`config.mk`:
```
export PLATFORM = sky130hd
export DESIGN_NAME = fetch_unit_flat
export DESIGN_NICKNAME = d
export VERILOG_FILES = /design/src/rtl/fetch_pkg.sv /design/src/rtl/fetch_unit_if.sv /design/src/rtl/fetch_out_reg.sv /design/src/rtl/fetch_unit.sv /design/src/flat_wrapper.sv
export SDC_FILE = /design/constraint.sdc
export NUM_CORES = 1
export LEC_CHECK = 0
export BUFFER_PORTS_ARGS = -buffer_cell sky130_fd_sc_hd__buf_2
export CAP_MARGIN = 20
export CORE_MARGIN = 1
export CORE_UTILIZATION = 36
export CTS_CLUSTER_DIAMETER = 120
export DETAILED_ROUTE_END_ITERATION = 8
export MAX_ROUTING_LAYER = met4
export PLACE_DENSITY_LB_ADDON = 0.25
export SLEW_MARGIN = 15
export SYNTH_ARGS = -nofsm -noshare
export SYNTH_HDL_FRONTEND = slang
export SYNTH_SLANG_ARGS = --single-unit
```
`constraint.sdc`:
```
create_clock -name clk -period 2.66 [get_ports clk]
set_clock_uncertainty 0.2 [all_clocks]
set_input_delay 0.399 -clock clk [delete_from_list [all_inputs] [get_ports clk]]
set_output_delay 0.399 -clock clk [all_outputs]
set_load 0.02 [all_outputs]
```
`src/rtl/fetch_pkg.sv`:
```
// Shared constants and FSM encoding for the instruction-fetch stage.
package fetch_pkg;

  localparam logic [31:0] HALT_INSN_C  = 32'h0000_0063;
  localparam logic [31:0] RESET_PC_C   = 32'h0000_0000;
  localparam int unsigned IMEM_WORDS_C = 128;

  typedef enum logic [1:0] {
    RUN       = 2'd0,
    HALT_PEND = 2'd1,
    HALTED    = 2'd2,
    STOPPED   = 2'd3
  } fetch_state_e;

  localparam logic [1:0] ST_RUN       = RUN;
  localparam logic [1:0] ST_HALT_PEND = HALT_PEND;
  localparam logic [1:0] ST_HALTED    = HALTED;
  localparam logic [1:0] ST_STOPPED   = STOPPED;

endpackage

```
`src/rtl/fetch_unit_if.sv`:
```
// Fetch-stage bus: instruction-memory port, execute redirect, decode handshake and status.
interface fetch_unit_if;
  logic [31:0] imem_addr;
  logic [31:0] imem_instr;
  logic        redirect_valid;
  logic [31:0] redirect_pc;
  logic        out_valid;
  logic        out_ready;
  logic [31:0] out_instr;
  logic [31:0] out_pc;
  logic        halted;
  logic        misalign_err;
  logic        oob_err;
  logic [31:0] fetch_count;

  modport master (
    output imem_addr,
    input  imem_instr,
    input  redirect_valid,
    input  redirect_pc,
    output out_valid,
    input  out_ready,
    output out_instr,
    output out_pc,
    output halted,
    output misalign_err,
    output oob_err,
    output fetch_count
  );

  modport slave (
    input  imem_addr,
    output imem_instr,
    output redirect_valid,
    output redirect_pc,
    input  out_valid,
    output out_ready,
    input  out_instr,
    input  out_pc,
    input  halted,
    input  misalign_err,
    input  oob_err,
    input  fetch_count
  );
endinterface

```
`src/rtl/fetch_out_reg.sv`:
```
// One-entry holding register toward decode; flush beats fill beats drain.
// Payload is kept when drained; only the valid bit drops.
module fetch_out_reg (
  input  logic        clk,
  input  logic        rst_n,
  input  logic        flush_i,
  input  logic        fill_i,
  input  logic        drain_i,
  input  logic [31:0] instr_i,
  input  logic [31:0] pc_i,
  output logic        valid_o,
  output logic [31:0] instr_o,
  output logic [31:0] pc_o
);

  logic        valid_q;
  logic [31:0] instr_q;
  logic [31:0] pc_q;

  always_ff @(posedge clk or negedge rst_n) begin
    if (!rst_n) begin
      valid_q <= 1'b0;
      instr_q <= 32'h0;
      pc_q    <= 32'h0;
    end else if (flush_i) begin
      valid_q <= 1'b0;
    end else if (fill_i) begin
      valid_q <= 1'b1;
      instr_q <= instr_i;
      pc_q    <= pc_i;
    end else if (drain_i) begin
      valid_q <= 1'b0;
    end
  end

  assign valid_o = valid_q;
  assign instr_o = instr_q;
  assign pc_o    = pc_q;

endmodule

```
`src/rtl/fetch_unit.sv`:
```
// Instruction fetch: PC, redirect/halt FSM, sticky error flags, decode output register.
// Define FETCH_PERF_EN to build the saturating accepted-instruction counter.
module fetch_unit
  import fetch_pkg::*;
#(
  parameter logic [31:0] RESET_PC   = RESET_PC_C,
  parameter int unsigned IMEM_WORDS = IMEM_WORDS_C,
  parameter logic [31:0] HALT_INSN  = HALT_INSN_C
) (
  input  logic         clk,
  input  logic         rst_n,
  fetch_unit_if.master bus
);

  localparam logic [29:0] WORD_LIM = 30'(IMEM_WORDS);

  logic [31:0] pc_q, pc_d;
  logic [1:0]  state_q, state_d;
  logic        halted_q, halted_d;
  logic        misalign_q, misalign_d;
  logic        oob_q, oob_d;

  logic in_run, in_pend, redir, accept, load, oob_hit, fill;
  logic out_valid;

  assign in_run  = (state_q == ST_RUN);
  assign in_pend = (state_q == ST_HALT_PEND);
  assign redir   = bus.redirect_valid && (in_run || in_pend);
  assign accept  = out_valid && bus.out_ready;
  assign load    = !out_valid || accept;
  assign oob_hit = (pc_q[31:2] >= WORD_LIM);
  assign fill    = in_run && load && !oob_hit && !redir;

  always_comb begin
    pc_d       = pc_q;
    state_d    = state_q;
    halted_d   = halted_q;
    misalign_d = misalign_q;
    oob_d      = oob_q;
    if (redir) begin
      // Redirect overrides load and halt capture, and cancels a pending halt.
      pc_d    = {bus.redirect_pc[31:2], 2'b00};
      state_d = ST_RUN;
      if (bus.redirect_pc[1:0] != 2'b00) misalign_d = 1'b1;
    end else begin
      case (state_q)
        ST_RUN: begin
          if (load) begin
            if (oob_hit) begin
              oob_d   = 1'b1;
              state_d = ST_STOPPED;
            end else begin
              pc_d = pc_q + 32'd4;
              if (bus.imem_instr == HALT_INSN) state_d = ST_HALT_PEND;
            end
          end
        end
        ST_HALT_PEND: begin
          if (accept) begin
            halted_d = 1'b1;
            state_d  = ST_HALTED;
          end
        end
        default: ;
      endcase
    end
  end

  always_ff @(posedge clk or negedge rst_n) begin
    if (!rst_n) begin
      pc_q       <= RESET_PC;
      state_q    <= ST_RUN;
      halted_q   <= 1'b0;
      misalign_q <= 1'b0;
      oob_q      <= 1'b0;
    end else begin
      pc_q       <= pc_d;
      state_q    <= state_d;
      halted_q   <= halted_d;
      misalign_q <= misalign_d;
      oob_q      <= oob_d;
    end
  end

  fetch_out_reg u_out_reg (
    .clk     (clk),
    .rst_n   (rst_n),
    .flush_i (redir),
    .fill_i  (fill),
    .drain_i (accept),
    .instr_i (bus.imem_instr),
    .pc_i    (pc_q),
    .valid_o (out_valid),
    .instr_o (bus.out_instr),
    .pc_o    (bus.out_pc)
  );

  assign bus.imem_addr    = {pc_q[31:2], 2'b00};
  assign bus.out_valid    = out_valid;
  assign bus.halted       = halted_q;
  assign bus.misalign_err = misalign_q;
  assign bus.oob_err      = oob_q;

`ifdef FETCH_PERF_EN
  logic [31:0] cnt_q;

  always_ff @(posedge clk or negedge rst_n) begin
    if (!rst_n) begin
      cnt_q <= 32'h0;
    end else if (accept && !redir && (cnt_q != 32'hFFFF_FFFF)) begin
      cnt_q <= cnt_q + 32'd1;
    end
  end

  assign bus.fetch_count = cnt_q;
`else
  assign bus.fetch_count = 32'h0;
`endif

endmodule

```
`src/flat_wrapper.sv`:
```
// flat-port wrapper written by rule: the top's interface ports become plain ports
module fetch_unit_flat import fetch_pkg::*;
#(
  parameter logic [31:0] RESET_PC   = RESET_PC_C,
  parameter int unsigned IMEM_WORDS = IMEM_WORDS_C,
  parameter logic [31:0] HALT_INSN  = HALT_INSN_C
)
  (clk, rst_n, bus_imem_addr, bus_imem_instr, bus_redirect_valid, bus_redirect_pc, bus_out_valid, bus_out_ready, bus_out_instr, bus_out_pc, bus_halted, bus_misalign_err, bus_oob_err, bus_fetch_count);
  fetch_unit_if bus_i ();
  input  logic clk;
  input  logic rst_n;
  output wire logic [$bits(bus_i.imem_addr)-1:0] bus_imem_addr;
  input wire logic [$bits(bus_i.imem_instr)-1:0] bus_imem_instr;
  input wire logic [$bits(bus_i.redirect_valid)-1:0] bus_redirect_valid;
  input wire logic [$bits(bus_i.redirect_pc)-1:0] bus_redirect_pc;
  output wire logic [$bits(bus_i.out_valid)-1:0] bus_out_valid;
  input wire logic [$bits(bus_i.out_ready)-1:0] bus_out_ready;
  output wire logic [$bits(bus_i.out_instr)-1:0] bus_out_instr;
  output wire logic [$bits(bus_i.out_pc)-1:0] bus_out_pc;
  output wire logic [$bits(bus_i.halted)-1:0] bus_halted;
  output wire logic [$bits(bus_i.misalign_err)-1:0] bus_misalign_err;
  output wire logic [$bits(bus_i.oob_err)-1:0] bus_oob_err;
  output wire logic [$bits(bus_i.fetch_count)-1:0] bus_fetch_count;
  assign bus_imem_addr = bus_i.imem_addr;
  assign bus_i.imem_instr = bus_imem_instr;
  assign bus_i.redirect_valid = bus_redirect_valid;
  assign bus_i.redirect_pc = bus_redirect_pc;
  assign bus_out_valid = bus_i.out_valid;
  assign bus_i.out_ready = bus_out_ready;
  assign bus_out_instr = bus_i.out_instr;
  assign bus_out_pc = bus_i.out_pc;
  assign bus_halted = bus_i.halted;
  assign bus_misalign_err = bus_i.misalign_err;
  assign bus_oob_err = bus_i.oob_err;
  assign bus_fetch_count = bus_i.fetch_count;
  fetch_unit #(.RESET_PC(RESET_PC), .IMEM_WORDS(IMEM_WORDS), .HALT_INSN(HALT_INSN)) u_core (.clk(clk), .rst_n(rst_n), .bus(bus_i));
endmodule
```
; After elaboration in Yosys (flattened, before gate mapping)
; Index checks and enable logic that the tools add are counted.
; Widths: inputs -> output; s select.
[totals]
reg_bits = 102
latchBits = 0
ram_bits = 0
mem_bits_ro = 0
inputBits = 68
out_inout_bits = 132
word_cells = 52
mem_count = 0
[op_classes]
add_sub_neg = 1
multipliers = 0
n_div = 0
order_cmp = 1
n_eq_ne = 6
shift = 0
n_mux = 13
bitwise = 1
reduce_logical = 22
[op_table]
columns = cell, n
row1 = $mux 32, 4
row2 = $add 32x3->32 const B, 1
row3 = $eq 32x7->1 const B, 1
row4 = $ge 30x8->1 const B, 1
row5 = $mux 2, 5
row6 = $reduce_and 4->1, 2
row7 = $ne 3x3->1 const B, 2
row8 = $reduce_and 3->1, 2
row9 = $reduce_bool 2->1, 3
row10 = $reduce_bool 3->1, 2
row11 = $logic_and 1x1->1, 5
row12 = $ne 4x4->1 const B, 1
row13 = $pmux 2 s2, 1
row14 = $reduce_and 2->1, 2
row15 = $logic_not 1->1, 3
row16 = $mux 1, 3
row17 = $eq 2x1->1 const B, 1
row18 = $logic_not 2->1, 1
row19 = $logic_or 1x1->1, 2
row20 = $ne 2x1->1 const B, 1
row21 = $not 1->1, 1

; Depth between registers and ports, before layout
; Gate-level depths: netlist of the first run.
[depth]
word_depth = 7
mapped_depth = 8
depth_no_buf = 5

; By module
; From an unflattened synthesis of the first run, not the netlist that was laid out.
[hier_totals]
hier_cells = 372
hier_area_um2 = 4734.5
[by_module_without_submodules]
columns = module, instances, cells_each, area_each_um2, seq_area_each_um2
row1 = fetch_out_reg, 1, 140, 2741.4, 1626.6
row2 = fetch_unit, 1, 232, 1993.2, 875.8

; Worst setup path before layout of the first run
; OpenSTA, ideal clock, no wires.
[synth_timing]
path_kind = flip-flop to flip-flop
from = reg u_core.u_out_reg.valid_q (netlist: u_core.u_out_reg.valid_o)
to = reg u_core.u_out_reg.pc_q[7] (netlist: u_core.u_out_reg.pc_o[7])
setup_time_ps = 118
t_arrival_ps = 1940
t_required_ps = 2342
setup_slack_ps = 403
stages_incl_launch_ff = 9
path_buffers = 3
synth_period_minus_slack_ps = 2257
cell_sequence = dfrtp_1 nor2b_1 or4_4 or3_1 buf_2 buf_6 buf_6 nand2_1 nand2_1
[synth_between]
elab_chain_cells = 6
word_cells_on_any_way = 7
cone_classes = 7 x reduce/logical
[synth_rtl]
columns = item, line
row1 = start: declaration, fetch_out_reg.sv:16  ; logic valid_q;
row2 = start signal: assignment, fetch_out_reg.sv:22  ; valid_q <= 1'b0;
row3 = start signal: assignment, fetch_out_reg.sv:26  ; valid_q <= 1'b0;
row4 = start signal: assignment, fetch_out_reg.sv:28  ; valid_q <= 1'b1;
row5 = $logic_not 1->1 / $logic_and 1x1->1 (equally long branches), "fetch_unit.sv:30, fetch_unit.sv:29"
row6 = $logic_or 1x1->1 (*), fetch_unit.sv:30  ; assign load = !out_valid || accept;
row7 = $logic_and 1x1->1 (*) (3 in series), fetch_unit.sv:32  ; assign fill = in_run && load && !oob_hit && !redir;
row8 = $reduce_and 2->1 (no source line) (*), --
row9 = end signal: assignment, fetch_out_reg.sv:30  ; pc_q <= pc_i;
row10 = end: declaration, fetch_out_reg.sv:18  ; logic [31:0] pc_q;
; Mark *: on every way between the ends. The rest lies on a longest branch, timed or not.
; A chain may end at the register's enable or synchronous reset.

; Worst setup path after layout of the first run
[layout_timing]
from = reg u_core.u_out_reg.valid_q (netlist: u_core.u_out_reg.valid_o)
to = reg u_core.u_out_reg.instr_q[22] (netlist: u_core.u_out_reg.instr_o[22])
[layout_between]
elab_chain_cells = 6
word_cells_on_any_way = 7
cone_classes = 7 x reduce/logical
[layout_rtl]
columns = item, line
row1 = $logic_not 1->1 / $logic_and 1x1->1 (equally long branches), "fetch_unit.sv:30, fetch_unit.sv:29"
row2 = $logic_or 1x1->1 (*), fetch_unit.sv:30
row3 = $logic_and 1x1->1 (*) (3 in series), fetch_unit.sv:32
row4 = $reduce_and 2->1 (no source line) (*), --
row5 = end signal: assignment, fetch_out_reg.sv:29  ; instr_q <= instr_i;
row6 = end: declaration, fetch_out_reg.sv:17  ; logic [31:0] instr_q;
; Marks and branches as above.

==> flow_metrics.tcl, run 1 <==
set metrics [dict create \
    boundaryPins 200 \
    cts_setup_buffers 0 \
    drtAntennaViolNets 0 \
    dr.pass1.iters 4 \
    num_rows 38 \
    placed_cell_area_um2 5050 \
    core_um2 11080 \
    clock_latency_ns 0.34 \
    initial_core_util_pct 37.75 \
    cp-start-kind "flop" \
    hold_class "in2reg" \
    rsz0062_at_grt "no" \
    cts_tree "built" \
    grt_pass1_wl_um 15870 \
    drcViolationCount 0 \
    dp.final_hpwl_um 7444 \
    hold_violations 0 \
    worstMarginPinSlew_ns 0.6608 \
    slew_violations 0 \
    area_delta_synth_final_pct 28.01 \
    p_leak_nw 3.090 \
    finalSetupViolations 0 \
    worstPathRequired_ns 2.69 \
    finalInstanceArea_um2 5353 \
    cts_repair_resize_count 0 \
    yosys_warnings 0 \
    synth_area_per_cell_um2 9.547 \
    fin_crit_ns 2.480 \
    max-vdd-ir-drop_mv 0.4045 \
    crit_path_end_kind "flop" \
    synth_cell_types 40 \
    fin_util_pct 48.32 \
    worstPathArrival_ns 2.51 \
    antenna_found_initial 0 \
    nets 674 \
    overflow 0 \
    drt_iter0_drc 202 \
    worstPathMaxFanout 33 \
    drt-total-wl_um 9982 \
    die_area_um2 12050 \
    place_congestion 0.7708 \
    power.density_nw_per_um2 588.5 \
    status "finished clean" \
    cts_made_buffers 9 \
    grt_pass1_vias 3291 \
    via_per_inst 4.571 \
    die_w_um 109.8 \
    grt_start_max_net_pins 52 \
    fmax_mhz 403.2 \
    syn_inst 438 \
    rrSetupSlack_ns 0.18 \
    crit_type "reg2reg" \
    die_y_um 109.8 \
    htree_levels 3 \
    port_buffers 163 \
    cts_max_path_buffers 2 \
    vias 3424 \
    fill_cells 1083 \
    whs_ns 0.04688 \
    clk_pin_slew_worst_paths_ns 0.07 \
    diodes 0 \
    cts_root_buf "clkbuf_16" \
    fin_crit_sh_pct 93.23 \
    setup_tns_ns 0 \
    ys_ff_latch 98 \
    ys_seq_area_share_pct 58.65 \
    routedWlPerCell_um 13.33 \
    drive_above_1_share_pct 31.86 \
    hold_buffers 1 \
    relSlewSlack_pct 55.95 \
    gr-usage-all-layers_pct 17.85 \
    cts_sinks 98 \
    netlist_area_um2 4182 \
    drv_cap 0 \
]
-- power breakdown --
group	internal (mW)	leakage, nW	switching [mW]
clock	0.711	0.134	0.540
combinational	0.104	1.67	0.216
sequential	1.54	1.28	0.0370
total	2.36	3.09	0.793
-- final cells by class --
class	count	area (um^2)	share of cell area [%]
multi-input combinational	316	1485	27.75
timing repair buffer	174	928.4	17.34
sequential	98	2452	45.82
clock buffer	13	270.3	5.049
tap	140	175.2	3.273
inverter	5	18.77	0.3506
clock inverter	3	22.52	0.4208
-- synth_stat cells, drive strengths merged --
| master | count | area share (%) |
|---|---|---|
| a221oi | 1 | 0.21 |
| nor2 | 5 | 0.45 |
| mux2i | 2 | 0.48 |
| nor4 | 10 | 1.5 |
| or3 | 4 | 0.60 |
| conb | 1 | 0.090 |
| nand3b | 1 | 0.18 |
| a21oi | 1 | 0.12 |
| nand4 | 4 | 0.60 |
| a211o | 1 | 0.21 |
| o41ai | 1 | 0.21 |
| or4 | 1 | 0.27 |
| nor3b | 1 | 0.18 |
| dfrtp | 98 | 59 |
| nor3 | 6 | 0.96 |
| clkbuf | 9 | 0.81 |
| buf | 45 | 8.0 |
| a32oi | 1 | 0.21 |
| nand3 | 5 | 0.60 |
| o21ai | 8 | 0.96 |
| nor4b | 2 | 0.42 |
| and3 | 3 | 0.45 |
| o22a | 1 | 0.21 |
| o21bai | 3 | 0.54 |
| and2 | 24 | 3.6 |
| a221o | 1 | 0.24 |
| o22ai | 2 | 0.30 |
| inv | 5 | 0.45 |
| nand2 | 183 | 16 |
| nor2b | 3 | 0.45 |
| a22oi | 1 | 0.18 |
| o31ai | 1 | 0.51 |
| a21o | 1 | 0.18 |
| ha | 2 | 0.60 |
| a32o | 1 | 0.24 |
-- kinds of logic (layout without fill, tap and decap cells) --
family	Yosys count	count (layout)	synth area share (%)
other	1	36	0.08968
AOI/OAI and AO/OA	24	24	4.309
buffers and inverters	59	195	9.216
and+or+nand+nor	252	252	26.66
adders and majority gates	2	2	0.5983
muxes	2	2	0.4788
DFF	98	98	58.65
-- per-layer routing --
layer / vias to the layer above / track usage [%] / share of wire (%)
met2: 147 / 28.08 / 46
met3: 11 / 5.987 / 9.4
met1: 1599 / 21.75 / 44
li1: 1667 / - / -
met4: 0 / 5.429 / 1.1
met5: - / - / 0
-- per-stage QoR --
| step | total power, mW | setup WS, ns | cells |
|---|---|---|---|
| after CTS | 3.204 | 0.1561 | 749 |
| after floorplan | 1.804 | 0.4029 | 473 |
| after global placement | 1.925 | 0.2262 | 732 |
| final | 3.150 | 0.1800 | 749 |
| after detailed placement | 1.930 | 0.1676 | 732 |
| after global routing | 3.282 | 0.01638 | 749 |
-- layout by cell type, fill, tap and decap left out, types with 2 or more instances in the layout --
cell,Yosys,layout
nand2_1,183,183
buf_2,5,162
dfrtp_1,98,98
conb_1,1,36
and2_1,24,24
nor4_1,10,10
clkbuf_16,0,9
buf_4,36,9
o21ai_0,7,7
inv_1,5,5
nand3_1,5,5
nor2_1,5,5
nor3_1,4,4
nand4_1,4,4
or3_1,4,3
and3_1,3,3
o21bai_1,3,3
clkinvlp_4,0,3
clkbuf_8,0,3
nor2b_1,3,2
nor4b_1,2,2
mux2i_1,2,2
o22ai_1,2,2
ha_1,2,2
buf_12,0,2
-- worst max-delay path, stage by stage (launching register included) --
cell	delay, ns
dfrtp_1	0.43
nor2b_1	0.19
or4_4	0.46
or3_2	0.61
buf_4	0.29
nand2_1	0.12
nand2_1	0.05
-- registers in the layout, summed over array words and instances, names as in the netlist --
register	flops
u_core.bus.halted	1
u_core.u_out_reg.pc_o	30
u_core.u_out_reg.valid_o	1
u_core.bus.misalign_err	1
u_core.bus.oob_err	1
u_core.u_out_reg.instr_o	32
u_core.state_q	2
u_core.pc_q	30
-- worst paths after layout --
check	endpoint	depth (start not counted)	start
setup / recovery	u_core.u_out_reg.instr_o[22]	6	u_core.u_out_reg.valid_o
hold / removal	u_core.pc_q[15]	3	bus_redirect_pc[15]
setup reg to reg	u_core.u_out_reg.instr_o[22]	6	u_core.u_out_reg.valid_o
hold reg to reg	u_core.u_out_reg.instr_o[6]	2	u_core.u_out_reg.instr_o[6]
max in group asynchronous	u_core.pc_q[3]	3	rst_n
min in group asynchronous	u_core.u_out_reg.instr_o[18]	2	rst_n
No activity file was read; power rests on OpenSTA's default activity.
==> inputs of run 2 (changes only) <==
clock period = 2.1 ns   (was 2.66 ns; I/O delays follow)
==> run 2 against run 1 <==
- the flow now finishes with violations (setup timing)
- non-clock buffer count increased by 87
- wire length is 19% higher
- largest power group unchanged
- worst setup slack lost 0.24 ns
- fmax increased by 15%
- largest cell class unchanged
- sequential power is 27% higher
- combinational power rose by 68%
- die area is the same
- sequential share of layout area fell by 7.1 points
- worst hold slack got worse by 0.030 ns
==> flow_metrics.tcl, run 2 (same netlist as run 1, synthesis figures left out) <==
set metrics [dict create \
    rsz0062_at_grt "yes" \
    grt_pass1_vias 3612 \
    finalNonFillerCells 836 \
    grt_pass1_wl_um 17110 \
    die_y_um 109.8 \
    fin_util_pct 57.39 \
    htree_levels 3 \
    fin_crit_sh_pct 102.9 \
    die_w_um 109.8 \
    dp.final_hpwl_um 7399 \
    fill_cells 943 \
    pre_cts_slack_ns -0.1264 \
    clk_pin_slew_worst_paths_ns 0.07 \
    overflow 0 \
    startpoint "u_core.state_q[1]" \
    multi_input_area_um2 1588 \
    worstSetupEndpoint "u_core.u_out_reg.pc_o[18]" \
    cp-start-kind "flop" \
    crit_type "reg2reg" \
    worstPathArrival_ns 2.19 \
    clock_latency_ns 0.34 \
    via_per_inst 4.556 \
    cts_sinks 98 \
    reg2reg_depth 5 \
    hold_class "in2reg" \
    r2r_start "u_core.state_q[1]" \
    post-route-worst-setup-slack_ns -0.06092 \
    power.density_nw_per_um2 643.3 \
    drt-total-wl_um 11850 \
    finalInstanceArea_um2 6357 \
    initial_core_util_pct 37.75 \
    status "finished with violations" \
    violations "setup timing" \
    ff_latch_area_um2 2461 \
    port_buffers 163 \
    slew_violations 0 \
    placed_cell_area_um2 5311 \
    vias 3809 \
    place_congestion 0.8458 \
    p_leak_nw 3.566 \
    relSlewSlack_pct 62.70 \
    r2r-end "u_core.u_out_reg.pc_o[18]" \
    num_rows 38 \
    crit_path_end_kind "flop" \
    cts_made_buffers 9 \
    max-vdd-ir-drop_mv 0.3782 \
    drcViolationCount 0 \
    largest_reg_flops 32 \
    routedWlPerCell_um 14.17 \
    core_um2 11080 \
    drt_iter0_drc 225 \
    worstPathRequired_ns 2.13 \
    grt_start_max_net_pins 38 \
    cts_root_buf "clkbuf_16" \
    fmax_mhz 462.8 \
    boundaryPins 200 \
    antenna_found_initial 0 \
    rrSetupSlack_ns -0.06 \
    area_delta_synth_final_pct 52.03 \
    dp.cells 758 \
    hold_violations 0 \
    nets 761 \
    dr.pass1.iters 5 \
    worstMarginPinSlew_ns 0.5570 \
    drtAntennaViolNets 0 \
    finalSetupViolations 32 \
    drv_cap 0 \
    worstPathMaxFanout 15 \
    cts_max_path_buffers 2 \
    gr-usage-all-layers_pct 19.38 \
    drive_above_1_share_pct 35.78 \
    final_common_cell "nand2_1" \
    diodes 0 \
    fin_crit_ns 2.161 \
    final_cell_mix "nand2_1 (182), buf_2 (162), dfrtp_1 (91)" \
    die_area_um2 12050 \
    cts_tree "built" \
]
-- run 2: cell count changes in the layout (fill, tap and decap cells not counted), sizes merged --
cell / change
clkinv: +3
clkinvlp: -3
buf: +32
dlygate4sd3: +53
clkbuf: +2
-- run 2: final cells by class --
type	count	share of cell area (%)
timing repair buffer	261	28.93
multi-input combinational	316	24.98
tap	140	2.755
inverter	5	0.2952
clock buffer	13	4.094
sequential	98	38.71
clock inverter	3	0.2362
-- run 2: metal layers --
metal | part of all wire, % | track usage, %
met1 | 43 | 23.37
met2 | 48 | 31.58
met3 | 6.8 | 4.801
met4 | 1.7 | 6.857
met5 | 0 | -
-- run 2: metrics by stage --
stage | total power, mW | setup TNS (ns) | hold slack [ns]
2_1_floorplan | 2.285 | -1.323 | -0.1806
3_3_place_gp | 2.470 | -1.669 | 0.1184
3_5_place_dp | 2.478 | -2.579 | 0.1236
4_1_cts | 4.115 | -0.1503 | 0.002611
5_1_grt | 4.258 | -2.310 | 0.01978
6_report | 4.090 | -1.150 | 0.01719
-- run 2: worst min-delay path by stage --
stage / startpoint / to / cells past startpoint
after floorplan: rst_n / u_core.bus.halted / 0
after global placement: rst_n / u_core.u_out_reg.pc_o[21] / 1
after detailed placement: rst_n / u_core.u_out_reg.pc_o[21] / 1
after CTS: bus_redirect_pc[4] / u_core.pc_q[4] / 3
after global routing: bus_imem_instr[25] / u_core.u_out_reg.instr_o[25] / 3
final: bus_redirect_pc[4] / u_core.pc_q[4] / 3
-- run 2: power breakdown --
| part | internal, mW | total [mW] | leakage [nW] | switching (mW) |
|---|---|---|---|---|
| registers | 1.95 | 2.00 | 1.27 | 0.0498 |
| clock network | 0.863 | 1.55 | 0.139 | 0.683 |
| logic | 0.231 | 0.539 | 2.16 | 0.308 |
-- run 2: timing repair --
| item | CTS | global route |
|---|---|---|
| cloned | 1 | 2 |
| endpoints found under the hold margin | 88 | 0 |
| hold buffers | 54 | 0 |
| gates resized for setup | 5 | 20 |
| setup buffers | 0 | 6 |
| setup endpoints to repair | 61 | 25 |
| pin swaps | 0 | 12 |
-- run 2: worst max-delay path: stages, from the launching register on --
cell,delay [ns]
dfrtp_1,0.41
or4_4,0.53
or3_4,0.44
buf_6,0.14
clkbuf_16,0.16
and2_1,0.16
==> inputs of run 3 (changes only) <==
ABC_AREA = 1   (was default)
CELL_PAD_IN_SITES_DETAIL_PLACEMENT = 1   (was default)
CELL_PAD_IN_SITES_GLOBAL_PLACEMENT = 2   (was default)
CORE_UTILIZATION = 23   (was 36)
SETUP_SLACK_MARGIN = 0.05   (was default)
==> run 3 against run 2 <==
- the run now ends clean
- utilization decreased by 24 points
- critical endpoint is now u_core.u_out_reg.pc_o[2]
- wire length rose by 10%
- highest routed layer unchanged
- largest cell class unchanged
- sequential cell count unchanged
- cell area fell by 3.4%
==> flow_metrics.tcl, run 3 <==
set metrics [dict create \
    drive_above_1_share_pct 28.28 \
    synthArstFlopShare_pct 100.0 \
    pre_cts_slack_ns 0.08734 \
    p_seq_share_pct 45.3 \
    cts_sinks 98 \
    largest_reg_flops 32 \
    num_rows 49 \
    synth.area.top_cells "dfrtp_1 (57%), nand2_1 (15%), buf_4 (6.2%)" \
    drcViolationCount 0 \
    cp-start-kind "flop" \
    synth-edff-count 0 \
    whs_path_depth 3 \
    die_y_um 139.3 \
    gr-usage-all-layers_pct 14.33 \
    max_stage_delay_ns 0.42 \
    dr.pass1.iters 4 \
    nets 790 \
    p_sw_mw 1.020 \
    placed_cell_area_um2 5346 \
    clock_latency_ns 0.35 \
    boundaryPins 200 \
    grt_start_max_net_pins 40 \
    setup_tns_ns 0 \
    synth_area_per_cell_um2 8.454 \
    place_congestion 0.7434 \
    yosysMostFrequentCell "nand2_1" \
    worstPathMaxFanout 20 \
    drt_iter0_drc 141 \
    crit_type "reg2reg" \
    worstPathArrival_ns 1.98 \
    cts_tree "built" \
    port_buffers 163 \
    fin_crit_ns 1.941 \
    overflow 0 \
    hold_class "in2reg" \
    slew_violations 0 \
    initial_core_util_pct 23.82 \
    worst_path_max_delay_cell "dfrtp_1" \
    synth_ff_type "dfrtp_1" \
    final_common_cell "nand2_1" \
    finalInstanceArea_um2 6143 \
    cts_made_buffers 9 \
    yosys_warnings 0 \
    fmax_mhz 515.2 \
    synth_commonest_cells "nand2_1 (171), dfrtp_1 (98), inv_1 (63)" \
    cts_root_buf "clkbuf_16" \
    drv_cap 0 \
    max-vdd-ir-drop_mv 0.3630 \
    diodes 0 \
    drtAntennaViolNets 0 \
    switching_share_pct 23.73 \
    path_cells "nor2_1, nand2_1, nor2_2, nand2_1, nor2_2, nand2_2, nor2_4, buf_6, nand2_1, o21a_1" \
    cp_common_cell "nand2_1" \
    internal-power_mw 3.278 \
    fill_cells 2204 \
    die_w_um 139.3 \
    ff_latch_area_um2 2452 \
    synth_top_cell_by_area "dfrtp_1" \
    synth_cell_types 26 \
    ys_seq_area_share_pct 56.55 \
    fin_util_pct 33.74 \
    p_comb_share_pct 9.5 \
    rsz0062_at_grt "yes" \
    grt_pass1_wl_um 21150 \
    via_per_inst 3.995 \
    cts_max_path_buffers 2 \
    finalSetupViolations 0 \
    status "finished clean" \
    clkPwrFrac_pct 45.1 \
    crit_path_end_kind "flop" \
    multi_input_area_um2 1420 \
    htree_levels 3 \
    vias 3811 \
    die_area_um2 19410 \
    post-route-worst-setup-slack_ns 0.1592 \
    totalPowerFinal_mw 4.298 \
    ys_ff_latch 98 \
    grt_pass1_vias 4036 \
    drt-total-wl_um 13020 \
    rrSetupSlack_ns 0.16 \
    area_delta_synth_final_pct 41.66 \
    worstPathRequired_ns 2.14 \
    hold_violations 0 \
    reg2reg_depth 10 \
    routedWlPerCell_um 13.65 \
    synth_top_area_share_pct 56.55 \
    netlist_area_um2 4337 \
    p_leak_nw 3.427 \
    syn_inst 513 \
    core_um2 18210 \
    clk_pin_slew_worst_paths_ns 0.07 \
    dp.final_hpwl_um 9558 \
    antenna_found_initial 0 \
    power.density_nw_per_um2 699.6 \
    final_cell_mix "nand2_1 (170), buf_2 (162), dfrtp_1 (98)" \
    fin_crit_sh_pct 92.42 \
]
run 3: worst max-delay path, delay by kind of cell (launching register included):
family	cells	cell delay (ns)
buffers and inverters	1	0.22
AO/OA/AOI/OAI	1	0.11
flip-flops	1	0.42
AND/OR/NAND/NOR	8	0.90
run 3: area by class of cell:
type                       count  share of cell area (%)
clock buffer                  10                   3.890
clock inverter                 6                   1.853
inverter                      65                   4.053
multi-input combinational    332                   23.12
sequential                    98                   39.92
tap                          229                   4.664
timing repair buffer         214                   22.51
run 3: per-layer routing:
layer	vias to the layer above	part of all wire (%)	GRT usage, %
li1	1882	-	-
met4	0	0.88	4.386
met1	1795	44	17.17
met5	-	0	-
met3	8	6.2	3.785
met2	126	49	23.49
run 3: worst paths after layout:
check	from	endpoint
worst max-delay path	u_core.pc_q[9]	u_core.u_out_reg.pc_o[2]
worst min-delay path	bus_redirect_pc[7]	u_core.pc_q[7]
worst max register to register	u_core.pc_q[9]	u_core.u_out_reg.pc_o[2]
worst min register to register	u_core.bus.oob_err	u_core.bus.oob_err
max in group asynchronous	rst_n	u_core.u_out_reg.instr_o[3]
min in group asynchronous	rst_n	u_core.u_out_reg.instr_o[22]
run 3: power groups by stage:
stage               sequential, mW  combinational, mW  clock (mW)
floorplan                     2.02              0.185           0
global route                  1.95              0.456        2.11
global placement              1.98              0.354           0
CTS                           1.95              0.410        2.03
detailed placement            1.99              0.355           0
finish                        1.95              0.409        1.94
run 3: timing repair:
item / CTS / global route
hold buffers: 36 / 0
gates resized for setup: 0 / 12
endpoints found under the setup margin: 0 / 48
hold endpoints to repair: 57 / 0
setup buffers: 0 / 3
run 3: through the flow:
stage               instances  hold slack, ns
floorplan                 548         -0.1806
global placement          897         0.05840
detailed placement        897         0.05404
CTS                       949        0.003564
global route              954         0.01430
finish                    954        0.007615
run 3: logic make-up after synthesis:
group	count (synthesis)	share of synthesized area, %
other	1	0.08647
xor gates and xnor gates	6	1.212
adders and majority gates	2	0.5769
AOI/OAI and AO/OA	43	5.540
DFF	98	56.55
buffers and inverters	118	14.08
and+or+nand+nor	245	21.96
